## config.mk

```make
export PLATFORM = sky130hd
export DESIGN_NAME = relu_arbiter
export DESIGN_NICKNAME = d
export VERILOG_FILES = /design/src/rtl/relu_arbiter.sv
export SDC_FILE = /design/constraint.sdc
export NUM_CORES = 1
export LEC_CHECK = 0
export BUFFER_PORTS_ARGS = -buffer_cell sky130_fd_sc_hd__buf_2
export CAP_MARGIN = 10
export CORE_MARGIN = 2
export CORE_UTILIZATION = 37
export CTS_CLUSTER_DIAMETER = 100
export CTS_CLUSTER_SIZE = 20
export DETAILED_ROUTE_END_ITERATION = 6
export PLACE_DENSITY = 0.74
export SLEW_MARGIN = 10
export SYNTH_ARGS = -nofsm -noshare
export SYNTH_HDL_FRONTEND = slang
export SYNTH_SLANG_ARGS = --single-unit
export TNS_END_PERCENT = 5
```

## constraint.sdc

```tcl
create_clock -name clk -period 2.4 [get_ports clk]
set_clock_uncertainty 0.2 [all_clocks]
set_input_delay 0.48 -clock clk [delete_from_list [all_inputs] [get_ports clk]]
set_output_delay 0.48 -clock clk [all_outputs]
set_load 0.01 [all_outputs]
```

## src/rtl/relu_arbiter.sv

```systemverilog
// Round-robin arbiter feeding a one-deep ReLU result register with back-to-back throughput.
// Optional saturating clip counter (clip_cnt/clip_clr) is built when RELU_ARB_CLIP_CNT_EN is defined.
module relu_arbiter #(
    parameter int unsigned N_REQ = 4,
    parameter int unsigned DW    = 8
) (
    input  logic                       clk,
    input  logic                       rst_n,
`ifdef RELU_ARB_CLIP_CNT_EN
    input  logic                       clip_clr,
    output logic [15:0]                clip_cnt,
`endif
    input  logic                       en,
    input  logic [N_REQ-1:0]           req_valid,
    input  logic [N_REQ*DW-1:0]        req_data,
    output logic [N_REQ-1:0]           req_ready,
    output logic                       res_valid,
    output logic [DW-1:0]              res_data,
    output logic [$clog2(N_REQ)-1:0]   res_id,
    input  logic                       res_ready
);

    localparam int unsigned IW = $clog2(N_REQ);
    localparam int unsigned SW = IW + 1;

    typedef enum logic {
        IDLE = 1'b0,
        HOLD = 1'b1
    } state_t;

    state_t          state;
    logic [IW-1:0]   ptr;
    logic [IW-1:0]   winner;
    logic [IW-1:0]   nxt_ptr;
    logic [SW-1:0]   idx;
    logic            found;
    logic            grant;
    logic [DW-1:0]   win_data;

    // Rotating priority search starting at ptr, wrapping modulo N_REQ.
    always_comb begin
        winner = '0;
        found  = 1'b0;
        idx    = '0;
        for (int unsigned k = 0; k < N_REQ; k++) begin
            idx = {1'b0, ptr} + SW'(k);
            if (idx >= SW'(N_REQ)) begin
                idx = idx - SW'(N_REQ);
            end
            if (!found && req_valid[idx[IW-1:0]]) begin
                winner = idx[IW-1:0];
                found  = 1'b1;
            end
        end
    end

    // Reset gates the grant so nothing is accepted while the slot is being cleared.
    always_comb begin
        grant     = rst_n & en & found & ((state == IDLE) | res_ready);
        win_data  = req_data[32'(winner) * DW +: DW];
        nxt_ptr   = (winner == IW'(N_REQ - 1)) ? '0 : winner + IW'(1);
        req_ready = '0;
        if (grant) begin
            req_ready[winner] = 1'b1;
        end
    end

    assign res_valid = (state == HOLD);

    // Result slot: load on grant, otherwise hold; empty when drained with nothing new.
    always_ff @(posedge clk or negedge rst_n) begin
        if (!rst_n) begin
            state    <= IDLE;
            res_data <= '0;
            res_id   <= '0;
            ptr      <= '0;
        end else if (grant) begin
            state    <= HOLD;
            res_data <= win_data[DW-1] ? '0 : win_data;
            res_id   <= winner;
            ptr      <= nxt_ptr;
        end else if ((state == HOLD) && res_ready) begin
            state    <= IDLE;
        end
    end

`ifdef RELU_ARB_CLIP_CNT_EN
    // Counts granted negative inputs; clear has priority over increment.
    always_ff @(posedge clk or negedge rst_n) begin
        if (!rst_n) begin
            clip_cnt <= '0;
        end else if (clip_clr) begin
            clip_cnt <= '0;
        end else if (grant && win_data[DW-1] && (clip_cnt != 16'hFFFF)) begin
            clip_cnt <= clip_cnt + 16'd1;
        end
    end
`endif

endmodule

```

---- Yosys cells after proc, flatten, opt, wreduce, memory -nomap -nowiden ----
Index checks and enable logic that the tools add are counted.
storage, ports and cells
  output and inout port bits .............. 15
  logic and storage cells ................. 65
  bits of input ports ..................... 40
  bits in registers ....................... 13
operators by class
  shifts and indexed selects .............. 1
  bitwise operators ....................... 5
  magnitude comparators ................... 10
  reduce and logical (&&, ||, !) cells .... 9
  add/subtract/negate cells ............... 8
  mux-type cells .......................... 27
  equality and inequality tests ........... 1
operators by type and width
  cell                   count
  $shiftx A32 B6 Y8      1
  $mux W2                9
  $lt A2 B3 Y1 const B   5
  $mux W1                11
  $ge A3 B3 Y1 const B   3
  $bmux W1 S2            4
  $sub A2 B1 Y2 const B  4
  $mux W7                1
  $add A2 B2 Y3 const B  2
  $logic_and A1 B1 Y1    5
  $mux W4                1
  $add A2 B1 Y3 const B  1
  $and A1 B1 Y1          3
  $ge A2 B3 Y1 const B   1
  $logic_not A1 Y1       3
  $add A2 B1 Y2 const B  1
  $demux W1 S2           1
  $eq A2 B2 Y1 const B   1
  $ge A2 B1 Y1 const B   1
  $reduce_bool A2 Y1     1
  $not A1 Y1             1
  $or A1 B1 Y1           1

---- Logic depth before layout (Yosys ltp) ----
  depth after elaboration ................. 19
  mapped depth ............................ 10

---- Worst setup path after synthesis ----
No wires, ideal clock.
  kind .................................... input to output
  from .................................... input port req_valid[1]
  to ...................................... output port req_ready[3]
  buffers on the path ..................... 2
  arrival time ............................ 1.974 ns
  required time ........................... 1.720 ns
  slack ................................... -0.254 ns
  cell stages on the path ................. 8
  path through ............................ inv_1 > o221ai_1 > or2_1 > buf_6 > clkbuf_1 > inv_1 > ha_1 > and2_1
on the way
  word-level cells in the longest chain between the ends .. 17
  elaborated cells between the ends (all ways) .. 30
ends and longest elaborated chain
  element                                                             line  RTL
  start, declared                                                     14    input logic [N_REQ-1:0] req_valid,
  $bmux W1 S2                                                         50    if (!found && req_valid[idx[IW-1:0]]) begin
  $mux W1 (implied by the code)                                       50
  $mux W1                                                             50
  $logic_not A1 Y1                                                    50
  $logic_and A1 B1 Y1                                                 50
  $mux W1                                                             50
  $logic_not A1 Y1                                                    50
  $logic_and A1 B1 Y1                                                 50
  (+2 left out)                                                       -
  $logic_and A1 B1 Y1                                                 50
  $mux W2 *                                                           50
  named net winner[1]                                                 33    logic [IW-1:0] winner;
  $lt A2 B3 Y1 (implied by the code) or $ge A2 B1 Y1 (tied branches)  64    req_ready[winner] = 1'b1;
  $logic_and A1 B1 Y1 (implied by the code)                           64
  $mux W1 (implied by the code)                                       64
  $demux W1 S2 *                                                      64
  $mux W4 *                                                           63    if (grant) begin
  end, declared                                                       16    output logic [N_REQ-1:0] req_ready,
Mark *: on every way through the listed nets, which the timed path passes. The rest lies on a longest branch. The select of a mux whose other input is x is not followed.

---- Worst setup path in the final report ----
  from .................................... register ptr[1]
  to ...................................... output port req_ready[0]
on the way
  word-level cells in the longest chain between the ends .. 19
  elaborated cells between the ends (all ways) .. 45
ends and longest elaborated chain
  element                                                             line  RTL
  start, declared                                                     32    logic [IW-1:0] ptr;
  start signal, assigned                                              81    ptr <= nxt_ptr;
  branches (longest 13 deep; another with $add A2 B1 Y3)              -
  $mux W2 *                                                           50
  named net winner[0]                                                 33
  $lt A2 B3 Y1 (implied by the code) or $ge A2 B1 Y1 (tied branches)  64
  $logic_and A1 B1 Y1 (implied by the code)                           64
  $mux W1 (implied by the code)                                       64
  $demux W1 S2 *                                                      64
  $mux W4 *                                                           63
Mark *: on every way through the listed nets, which the timed path passes. The select of a mux whose other input is x is not followed.

==> results.md <==
- Ys flop type: dfrtp_1
- Placeable Area: 2210 sq um
- Die Area: 2740 sq um
- CTS Buffer Depth: 2
- Num CTS Buffers: 3
- Die Wd: 52.4 microns
- Post-detail-place hpwl: 2.01 mm
- Vias in the first global route: 933
- Die Y: 52.4 microns
- Vias per cell: 5.35
- Htree depth: 1
- Slew Limit Fails: 0
- Clock net sink count: 12
- Yosys Warn Count: 0
- CP cell instances: nor2b_4, o21a_1, a311oi_1, buf_4, inv_2, ha_2, and2_4, buf_6
- Sequential area share after synthesis: 34.7%
- WS Path Type: reg2out
- Post-DRT Antenna Nets: 0
- Worst skew pair latency: 280 ps
- Yosys cell types: 28
- GRT Residual Overflow: 0
- Synthesized Nets: 138
- Fin crit period: 2490 ps
- Min-delay worst type: in2reg
- Fin. Hold Viols: 0
- First-pass DRT Iterations: 4
- Cell depth of the worst flop-to-flop path: 6
- Hold Path Cell Cnt: 3
- CTS root buf: clkbuf_4
- Clk pin slew, worst setup/hold paths: 70 ps
- Hold Path End: res_valid
- Vias: 1011
- Cells after Synth: 94
- #FFs+latches synth: 12
- Setup-failing EPs final: 4
- Layout area overhead: 55.9%
- Largest stage delay, worst path: 430 ps
- Slowest cell on crit path: dfrtp_1
- Startpoint Class: register
- Routed len/inst: 13.7 microns
- Largest net degree at the start of global routing: 16
- Initial Utilization: 39.1%
- Final core utilization: 61.0%
- Setup tns final: -319 ps
- Critical path capture point type: output port
- Initial antenna violation count: 0
- DR iter-0 viols: 16
- Non-Filler Instances: 189
- Global-route wire length before repair: 3.97 mm
- Peak supply drop: 0.566 mV
- Failing checks: negative setup slack
- Final Cycle Share: 104%
- Fraction of registers with async set/reset: 100%
- Post-Route WL: 2.59 mm
- Max-Cap Viols: 0
- Syn Std Cell Area: 866 sq um
- # fillers: 203
- PortBufs: 53
- Min-delay src: en
- GR Util All Layers: 19.3%
- Max Clk Rate: 402 MHz
- Power, Total: 1020 uW
- RSZ-0062 raised after global routing: yes
- Status: finished, violations left
- Inserted Diodes: 0
- Max FO, Critical Path: 5
- CP arrival: 1810 ps
- Layout cells sized above 1: 51.6%
- Row count: 17
- Crit path required time: 1720 ps
- Placed instance count: 180
- Worst R2R Setup Slack: 110 ps
- Dpl ws: -7.23 ps
- Final setup margin: -87.1 ps
- PD cells: 757 nW/um^2
- Net count, final: 206
- Mean Syn Cell Area: 9.21 sq um
- Static leakage: 0.000707 uW
- # DRC: 0
- CTS tree: built
- Reg2Reg Capture Point: res_data[6]
- # IOs: 55
- EDFF count, synth: 0
- RePlAce Congestion: 0.866
- Worst reg2reg startpoint: ptr[0]
## kinds of logic after synthesis
group           synth area share [%]
compound gates                  19.4
flops                           34.7
fa+ha+maj                       5.78
buf+inv                         6.50
other cells                    0.433
mux                             8.09
simple gates                    25.1
## flip-flops by register name (all words and copies together) (netlist names)
name	count
res_data	7
res_id	2
res_valid	1
ptr	2
## per-stage QoR
stage / cell area (sq um) / hold WS (ps)
3_3_place_gp: 1220 / 232
4_1_cts: 1340 / 279
5_1_grt: 1350 / 304
6_report: 1350 / 278
3_5_place_dp: 1220 / 244
2_1_floorplan: 892 / -15.6
## worst max-delay path by stage
stage                  from           end  slack, ps  cells past startpoint
2_1_floorplan  req_valid[0]  req_ready[3]        0.4                      9
3_3_place_gp   req_valid[3]  req_ready[0]         20                      9
3_5_place_dp   req_valid[3]  req_ready[0]         -7                      9
4_1_cts              ptr[1]  req_ready[0]        -70                      8
5_1_grt              ptr[1]  req_ready[0]       -180                      8
6_report             ptr[1]  req_ready[0]        -90                      8
## critical path: cells and delay by family, from the launching register on
family,cells,cell delay [ps]
buffers and inverters,3,320
AND/OR/NAND/NOR,2,280
AO/OA/AOI/OAI,2,350
flip-flops,1,430
adder cells (fa/ha/maj),1,150
## cells in the mapped netlist, types with 4 or more instances
| library cell | n | share of area (%) |
|---|---|---|
| a31oi_1 | 7 | 5.1 |
| and2_1 | 5 | 3.6 |
| dfrtp_1 | 12 | 35 |
| ha_1 | 4 | 5.8 |
| inv_1 | 5 | 2.2 |
| mux2i_1 | 7 | 8.1 |
| nand2_1 | 15 | 6.5 |
| nor4b_1 | 7 | 7.1 |
| o221ai_1 | 8 | 8.1 |
## layout by cell type, fill, tap and decap left out, types with 3 or more instances in the layout
cell      instances
buf_2            49
ha_2              3
o221ai_1          7
dfrtp_1          12
buf_6             4
clkbuf_4          3
nor4b_1           7
inv_1             3
mux2i_1           7
nand2_1          15
a31oi_1           7
buf_4            14
and2_4            4
## power by group
| part | leakage [uW] | switching (uW) | internal (uW) |
|---|---|---|---|
| clock | 0.0000210 | 72.5 | 92.3 |
| combinational | 0.000534 | 265 | 278 |
| sequential | 0.000152 | 46.5 | 268 |
| total | 0.000707 | 384 | 639 |
## area by class of cell
cell class	instances	area [sq um]	area share, %
clock buffers	4	36.3	2.69
inverters	5	18.8	1.39
multi-input cells	72	554	41.1
flip-flops and latches	12	300	22.2
well taps	28	35.0	2.60
repair buffers	68	405	30.0
## what timing repair did
action | in CTS | in global routing
setup endpoints to repair | 4 | 4
hold buffers | 1 | 0
pin swaps | 6 | 0
endpoints found under the hold margin | 12 | 0
gates resized for setup | 11 | 1
buffers inserted | 4 | 0
## routing by layer
layer  up-vias  global-route usage, %  share of wire (%)
li1        483                      -                  -
met1       476                   23.2                 41
met2        43                   34.4                 50
met3         9                   3.14                6.6
met4         0                   6.41                2.1
met5         -                      0                  0
Power figures use the tool's default switching activity.
